--- config.mk ---
export PLATFORM = sky130hd
export DESIGN_NAME = genram_arbiter
export DESIGN_NICKNAME = d
export VERILOG_FILES = /design/src/rtl/genram_arbiter.sv
export SDC_FILE = /design/constraint.sdc
export NUM_CORES = 1
export LEC_CHECK = 0
export ABC_AREA = 1
export CAP_MARGIN = 10
export CORE_MARGIN = 2
export CORE_UTILIZATION = 35
export CTS_CLUSTER_SIZE = 24
export DETAILED_ROUTE_END_ITERATION = 12
export HOLD_SLACK_MARGIN = 0.1
export PLACE_DENSITY = 0.76
export SETUP_SLACK_MARGIN = 0.2
export SKIP_CTS_REPAIR_TIMING = 1
export SKIP_LAST_GASP = 1
export SYNTH_ARGS = -nofsm -noshare
export SYNTH_HDL_FRONTEND = slang
export SYNTH_SLANG_ARGS = --single-unit
--- constraint.sdc ---
create_clock -name clk -period 1.65 [get_ports clk]
set_input_delay 0.2475 -clock clk [delete_from_list [all_inputs] [get_ports clk]]
set_output_delay 0.2475 -clock clk [all_outputs]
set_load 0.02 [all_outputs]
--- src/rtl/genram_arbiter.sv ---
// Two-requester arbiter/sequencer for a single-port registered-read genram, with locked bursts.
// Optional macro GENRAM_ARB_RR_EN selects round-robin on conflict (default: req0 fixed priority).
module genram_arbiter #(
  parameter int AW = 6,
  parameter int DW = 8
) (
  input  logic          clk,
  input  logic          rst,
  input  logic          req0,
  input  logic          req1,
  input  logic          we0,
  input  logic          we1,
  input  logic          lock0,
  input  logic          lock1,
  input  logic [AW-1:0] addr0,
  input  logic [AW-1:0] addr1,
  input  logic [DW-1:0] wdata0,
  input  logic [DW-1:0] wdata1,
  output logic          gnt0,
  output logic          gnt1,
  output logic          rvalid0,
  output logic          rvalid1,
  output logic [DW-1:0] rdata0,
  output logic [DW-1:0] rdata1,
  output logic          ram_wr,
  output logic          ram_rd,
  output logic [AW-1:0] ram_addr,
  output logic [DW-1:0] ram_din,
  input  logic [DW-1:0] ram_dout
);

  typedef enum logic [1:0] {IDLE, OWN0, OWN1} state_t;

  state_t        state, state_nxt;
  logic          gnt_any;
  logic          sel_we;
  logic [AW-1:0] addr_q;
  logic [DW-1:0] din_q;
  logic          rd_pend;
  logic          rd_tag;
`ifdef GENRAM_ARB_RR_EN
  logic          rr_ptr;
`endif

  always_comb begin
    state_nxt = state;
    gnt0      = 1'b0;
    gnt1      = 1'b0;
    if (!rst) begin
      case (state)
        IDLE: begin
          if (req0 && req1) begin
`ifdef GENRAM_ARB_RR_EN
            // pointer holds the last winner, so the other side wins the conflict
            if (rr_ptr) gnt0 = 1'b1;
            else        gnt1 = 1'b1;
`else
            gnt0 = 1'b1;
`endif
          end else begin
            gnt0 = req0;
            gnt1 = req1;
          end
          if (gnt0 && lock0)      state_nxt = OWN0;
          else if (gnt1 && lock1) state_nxt = OWN1;
        end
        // owner dropping its request releases the RAM without a grant this cycle
        OWN0: begin
          gnt0 = req0;
          if (!req0 || !lock0) state_nxt = IDLE;
        end
        OWN1: begin
          gnt1 = req1;
          if (!req1 || !lock1) state_nxt = IDLE;
        end
        default: state_nxt = IDLE;
      endcase
    end
  end

  assign gnt_any  = gnt0 | gnt1;
  assign sel_we   = gnt1 ? we1 : we0;
  assign ram_wr   = gnt_any & sel_we;
  assign ram_rd   = gnt_any & ~sel_we;
  assign ram_addr = gnt_any ? (gnt1 ? addr1 : addr0) : addr_q;
  assign ram_din  = gnt_any ? (gnt1 ? wdata1 : wdata0) : din_q;

  // rst in the return cycle squashes the pending read
  assign rvalid0 = rd_pend & ~rd_tag & ~rst;
  assign rvalid1 = rd_pend &  rd_tag & ~rst;
  assign rdata0  = ram_dout;
  assign rdata1  = ram_dout;

  always_ff @(posedge clk) begin
    if (rst) begin
      state   <= IDLE;
      addr_q  <= '0;
      din_q   <= '0;
      rd_pend <= 1'b0;
      rd_tag  <= 1'b0;
`ifdef GENRAM_ARB_RR_EN
      rr_ptr  <= 1'b0;
`endif
    end else begin
      state   <= state_nxt;
      rd_pend <= ram_rd;
      rd_tag  <= gnt1;
      if (gnt_any) begin
        addr_q <= ram_addr;
        din_q  <= ram_din;
`ifdef GENRAM_ARB_RR_EN
        rr_ptr <= gnt1;
`endif
      end
    end
  end

endmodule
Word-level counts from Yosys, hierarchy flattened
Index checks and enable logic that the tools add are counted.
Storage, ports and cells
  flip-flop bits (word level): 18
  latch bits: 0
  memory bits (writable): 0
  ROM bits: 0
  output and inout port bits: 36
  logic and storage cells: 51
  memories: 0
Cells by class
  add/sub/neg operators: 0
  multipliers: 0
  divide/modulo/power cells: 0
  $lt $le $gt $ge: 0
  equality and inequality tests: 5
  shifts and indexed selects: 0
  mux-type cells: 20
  bitwise gates (word level): 10
  reduce and logical (&&, ||, !) cells: 11
Operators by type and width (number)
  $mux 8: 2
  $mux 6: 2
  $mux 1: 9
  $mux 2: 4
  $and 1x1->1: 6
  $pmux 2 s3: 1
  $logic_not 1->1: 4
  $ne 2x2->1 const B: 2
  $pmux 1 s2: 2
  $logic_and 1x1->1: 3
  $ne 3x3->1 const B: 1
  $not 1->1: 3
  $reduce_and 3->1: 1
  $eq 2x1->1 const B: 1
  $eq 2x2->1 const B: 1
  $logic_not 2->1: 1
  $logic_or 1x1->1: 2
  $or 1x1->1: 1

Logic depth before layout (Yosys ltp)
  depth in word-level cells: 9
  mapped depth: 8

Worst setup path after synthesis
OpenSTA, ideal clock, no wires.
  path type: reg2out
  start point: register state[1]
  end point: output ram_wr
  arrival time: 1.194 ns
  data required time: 1.402 ns
  path slack: 0.209 ns
  stages on the path, launching flop included: 7
  buffers on the path: 1
  cells stage by stage: dfxtp_1 inv_1 nand2_4 a21oi_4 buf_6 inv_1 nor2_1
On the way
  cells in the longest elaborated chain, start to end: 5
  elaborated cells on any way between the ends: 10
  those cells by class: eq/ne: 2; mux: 5; bitwise: 2; reduce/logical: 1
Ends and longest elaborated chain
  start, declared: RTL line 34  | state_t state, state_nxt;
  start signal, assigned: RTL line 105  | state <= state_nxt;
  $eq 2x1->1, or another cell as far along: RTL line 50  | case (state)
  $pmux 1 s2: RTL line 50
  $mux 1: RTL line 49  | if (!rst) begin
  $or 1x1->1 / $mux 1 (equally long branches): RTL line 81, 82
  $and 1x1->1 (*): RTL line 83  | assign ram_wr = gnt_any & sel_we;
  end, declared: RTL line 25  | output logic ram_wr,
Mark *: on every way between the ends. The rest lies on a longest branch, timed or not.

Worst setup path in the final report
  start point: register state[1]
  end point: output ram_din[1]
On the way
  cells in the longest elaborated chain, start to end: 5
  elaborated cells on any way between the ends: 10
  those cells by class: eq/ne: 2; mux: 6; bitwise: 1; reduce/logical: 1
Ends and longest elaborated chain
  $eq 2x2->1, or another cell as far along: RTL line 50
  $pmux 1 s2: RTL line 50
  $mux 1: RTL line 49
  $mux 8 / $or 1x1->1 (equally long branches): RTL line 86, 81
  $mux 8 (*): RTL line 86  | assign ram_din = gnt_any ? (gnt1 ? wdata1 : wdata0) : din_q;
  end, declared: RTL line 28  | output logic [DW-1:0] ram_din,
Marks and branches as above.

==> run summary <==
The initial detailed-routing violation count is 21. The max-slew headroom at the worst pin is 84.0%. The total vias in the final route came out at 1,286.

The TritonCTS clock tree is done. The number of hold violations in the final report came out at 0. Counting stages on the worst path, the most repeated cell is sky130_fd_sc_hd__nor2_1. The global-route wire length before repair came out at 4.24 mm. The average wire length per cell after detail routing came out at 10.1 microns. For this run, the number of Yosys warnings is 0. The power density over the cells came out at 609 nW/um^2. The period utilization came out at 109%. Tracing the worst setup path back leads to its startpoint at state[1].

The synthesized area is 1180 sq um. The minimum setup slack after placement came out at -0.644 ns. The total nets after synthesis is 230. The capturing element type of the critical path is an output pin.

The via count of the first global-routing pass is 1,055. The ratio of cells with drive above 1 in the final layout is 34.5%. The global routing usage summed across all routing layers came out at 14.8%. The power consumption came out at 1.24 mW. The core footprint is 3280 sq um. The number of max-cap violations is 0. The least setup slack across all paths after layout is -0.155 ns. The critical path in this run is classified as flop to output pin. The number of distinct library cells after synthesis is 19. The adder-cell share of the synthesized area came out at 0%. The final weighted congestion in routability-driven placement came out at 0.729. The antenna diode instance count came out at 0. STA classifies the critical path startpoint as a flop. In this design, the largest share of critical-path delay is due to buffers and inverters. The width of the chip came out at 62.1 microns. In this run the worst hold path is classified as primary input to flop.

Multiplexer cells account for 0% of the synthesized area. The combined buffer and inverter count along the critical path is 4. The iteration count of the initial detailed-routing pass came out at 4. The layout filler cell count is 304. The portion of the post-synthesis area used by sequential elements is 30.5%. The synthesized instance count came out at 186. The number of failing setup endpoints in the final timing report came out at 16. Clock skew on the completed layout was measured at 0.00140 ns. The clock tree buffer depth came out at 2. The number of synthesized register bits came out at 18.

Summing the areas of all and, or, nand and nor instances in the mapped netlist gives 40.1% of the synthesized area. The cell at the root of the clock tree is sky130_fd_sc_hd__clkbuf_4. The worst reg2reg path depth is 11. The count of input and output buffers is 55.

In the final design database the tool counted 303 nets. The leakage power of the design is 1.10 nW. The slowest stage of the critical path belongs to the cell sky130_fd_sc_hd__dfxtp_2. Leaving out fill and tap cells, the most frequent cell in the layout is sky130_fd_sc_hd__nand2_1. The signal on the critical path passes through inv_2 -> nand2_4 -> a21oi_4 -> buf_12 -> nor2_1 -> nor2_1 -> inv_1 -> buf_6. The relative area change from synthesis to final layout came out at 72.5%.

The pin count of the biggest net entering global routing came out at 15. The final standard cell utilization of the core came out at 62.0%. The initialized floorplan defines 21 standard-cell rows. For this run the aggregate overflow at the end of global routing stands at 0. The remaining antenna violation count after routing came out at 0.

For the worst-skew pair, the clock arrives at the later sink with an insertion delay of 0.29 ns. The xor and xnor area share after synthesis is 0%. The total I/O pin count came out at 80.

The CTS clock-pin slew for the worst setup and hold paths is 0.10 ns. The flow ran to the end, but the final reports show violations. Setup repair after global routing could not meet its margin everywhere. The instance count along the most critical hold path came out at 5. The worst supply voltage drop on vdd is 0.575 mV. The total count of max-transition violations in the final report came out at 0.

The critical path crosses 8 cells after its start point. CTS built an H-tree with a depth of 1. The remaining design rule violation count is 0. The shortest clock period the worst path allows after layout is 1.80 ns.

The floorplan step defined a die boundary enclosing 3860 sq um. The data arrival time of the worst path is 1.56 ns. The worst register-to-register path begins at state[1]. The floorplan die height came out at 62.1 microns. The biggest fanout along the worst timing path came out at 6. The initial antenna violation count came out at 0. The mean number of vias per cell is 4.23. The routed wire length came out at 3.08 mm. The mean instance size in the synthesized netlist came out at 6.35 sq um. TritonCTS created 3 clock buffers. Summed over all nets, the half-perimeter wirelength after detailed placement is 2.24 mm. The endpoint identified for the worst register-to-register timing path is din_q[7].

The dominant combinational cell family by area after synthesis is simple AND/OR/NAND/NOR gates. The library cells used most frequently in the layout, excluding fill and tap cells, are 34 x sky130_fd_sc_hd__nand2_1, 33 x sky130_fd_sc_hd__inv_1, 33 x sky130_fd_sc_hd__buf_4. The slew at the pin closest to its max-slew limit is 0.239 ns. In this run the worst setup path terminates at ram_din[1].

The initial core utilization is 36.0%. The final reports fail on setup timing. The setup check on the worst reg-to-reg path leaves a slack of 0.24 ns. Summing the areas of all compound-gate instances in the mapped netlist gives 2.22% of the synthesized area. Data on the critical path is required at its endpoint by 1.40 ns.

The TritonCTS sink count came out at 18. The peak clock frequency supported by timing is 554 MHz. The maximum cell stage delay along the critical path came out at 0.34 ns.
-- registers in the layout, indices dropped and copies added (netlist names) --
signal   cells
addr_q       6
rd_tag       1
din_q        8
state        2
rd_pend      1
-- stage by stage --
step                      cells  hold WS (ns)  cell area [sq um]  TNS [ns]
after floorplan             186         0.414               1180         0
after global placement      292         0.477               1830    -10.77
after detailed placement    292         0.486               1830    -11.02
after CTS                   296         0.495               1870    -11.10
after global routing        304         0.398               2040     -3.51
final                       304         0.380               2040     -2.00
-- synth_stat cells --
cell type / count / area, sq um
sky130_fd_sc_hd__nor2_2: 8 / 50.1
sky130_fd_sc_hd__inv_2: 1 / 3.75
sky130_fd_sc_hd__nand2_4: 1 / 11.3
sky130_fd_sc_hd__clkbuf_1: 1 / 3.75
sky130_fd_sc_hd__and2_1: 2 / 12.5
sky130_fd_sc_hd__a21oi_1: 1 / 5.00
sky130_fd_sc_hd__a21oi_4: 1 / 16.3
sky130_fd_sc_hd__nor3b_1: 1 / 7.51
sky130_fd_sc_hd__o21ai_1: 1 / 5.00
sky130_fd_sc_hd__nand4_1: 15 / 93.8
sky130_fd_sc_hd__buf_4: 18 / 135
sky130_fd_sc_hd__inv_1: 37 / 139
sky130_fd_sc_hd__buf_6: 3 / 33.8
sky130_fd_sc_hd__nor2_1: 39 / 146
sky130_fd_sc_hd__nand2_1: 35 / 131
sky130_fd_sc_hd__nor2_4: 1 / 11.3
sky130_fd_sc_hd__buf_2: 1 / 5.00
sky130_fd_sc_hd__dfxtp_1: 18 / 360
sky130_fd_sc_hd__nand3_1: 2 / 10.0
-- per-layer routing --
metal | global-route usage, % | vias up | share of wire (%)
li1 | - | 681 | -
met1 | 15.9 | 558 | 39
met2 | 26.8 | 43 | 52
met3 | 6.21 | 4 | 7.8
met4 | 3.04 | 0 | 0.68
met5 | 0 | - | 0
-- how the worst min path moves through the flow --
stage	from	to	slack (ns)
finish	req1	state[1]	0.38
global route	rst	din_q[3]	0.40
CTS	ram_dout[0]	rdata0[0]	0.50
detailed placement	state[1]	state[1]	0.49
global placement	state[1]	state[1]	0.48
floorplan	lock0	state[0]	0.41
-- where the power goes --
part	leakage, nW	switching (mW)	total [mW]	internal, mW
combinational	0.926	0.229	0.506	0.277
clock	0.0210	0.131	0.265	0.134
sequential	0.149	0.00781	0.468	0.460
-- worst register-to-register path: stages (launching register included) --
cell,delay (ns)
sky130_fd_sc_hd__dfxtp_2,0.34
sky130_fd_sc_hd__inv_2,0.07
sky130_fd_sc_hd__nand2_4,0.08
sky130_fd_sc_hd__buf_12,0.14
sky130_fd_sc_hd__nor2_4,0.12
sky130_fd_sc_hd__buf_4,0.15
sky130_fd_sc_hd__nand2_1,0.05
sky130_fd_sc_hd__nand2_1,0.07
sky130_fd_sc_hd__nor2_2,0.04
sky130_fd_sc_hd__buf_4,0.12
sky130_fd_sc_hd__buf_4,0.11
sky130_fd_sc_hd__nor2_1,0.06
-- cells by family after synthesis --
family	Yosys count
simple gates	104
flops	18
compound gates	3
buf+inv	61
-- layout make-up --
type                            instances  area (sq um)  share of cell area (%)
Clock buffer                            4          36.3                    1.78
Tap cell                               46          57.6                    2.83
Multi-Input combinational cell        107           564                    27.7
Inverter                               38           143                    7.00
Timing Repair Buffer                   91           873                    42.9
Sequential cell                        18           363                    17.8
Power figures use the tool's default switching activity.
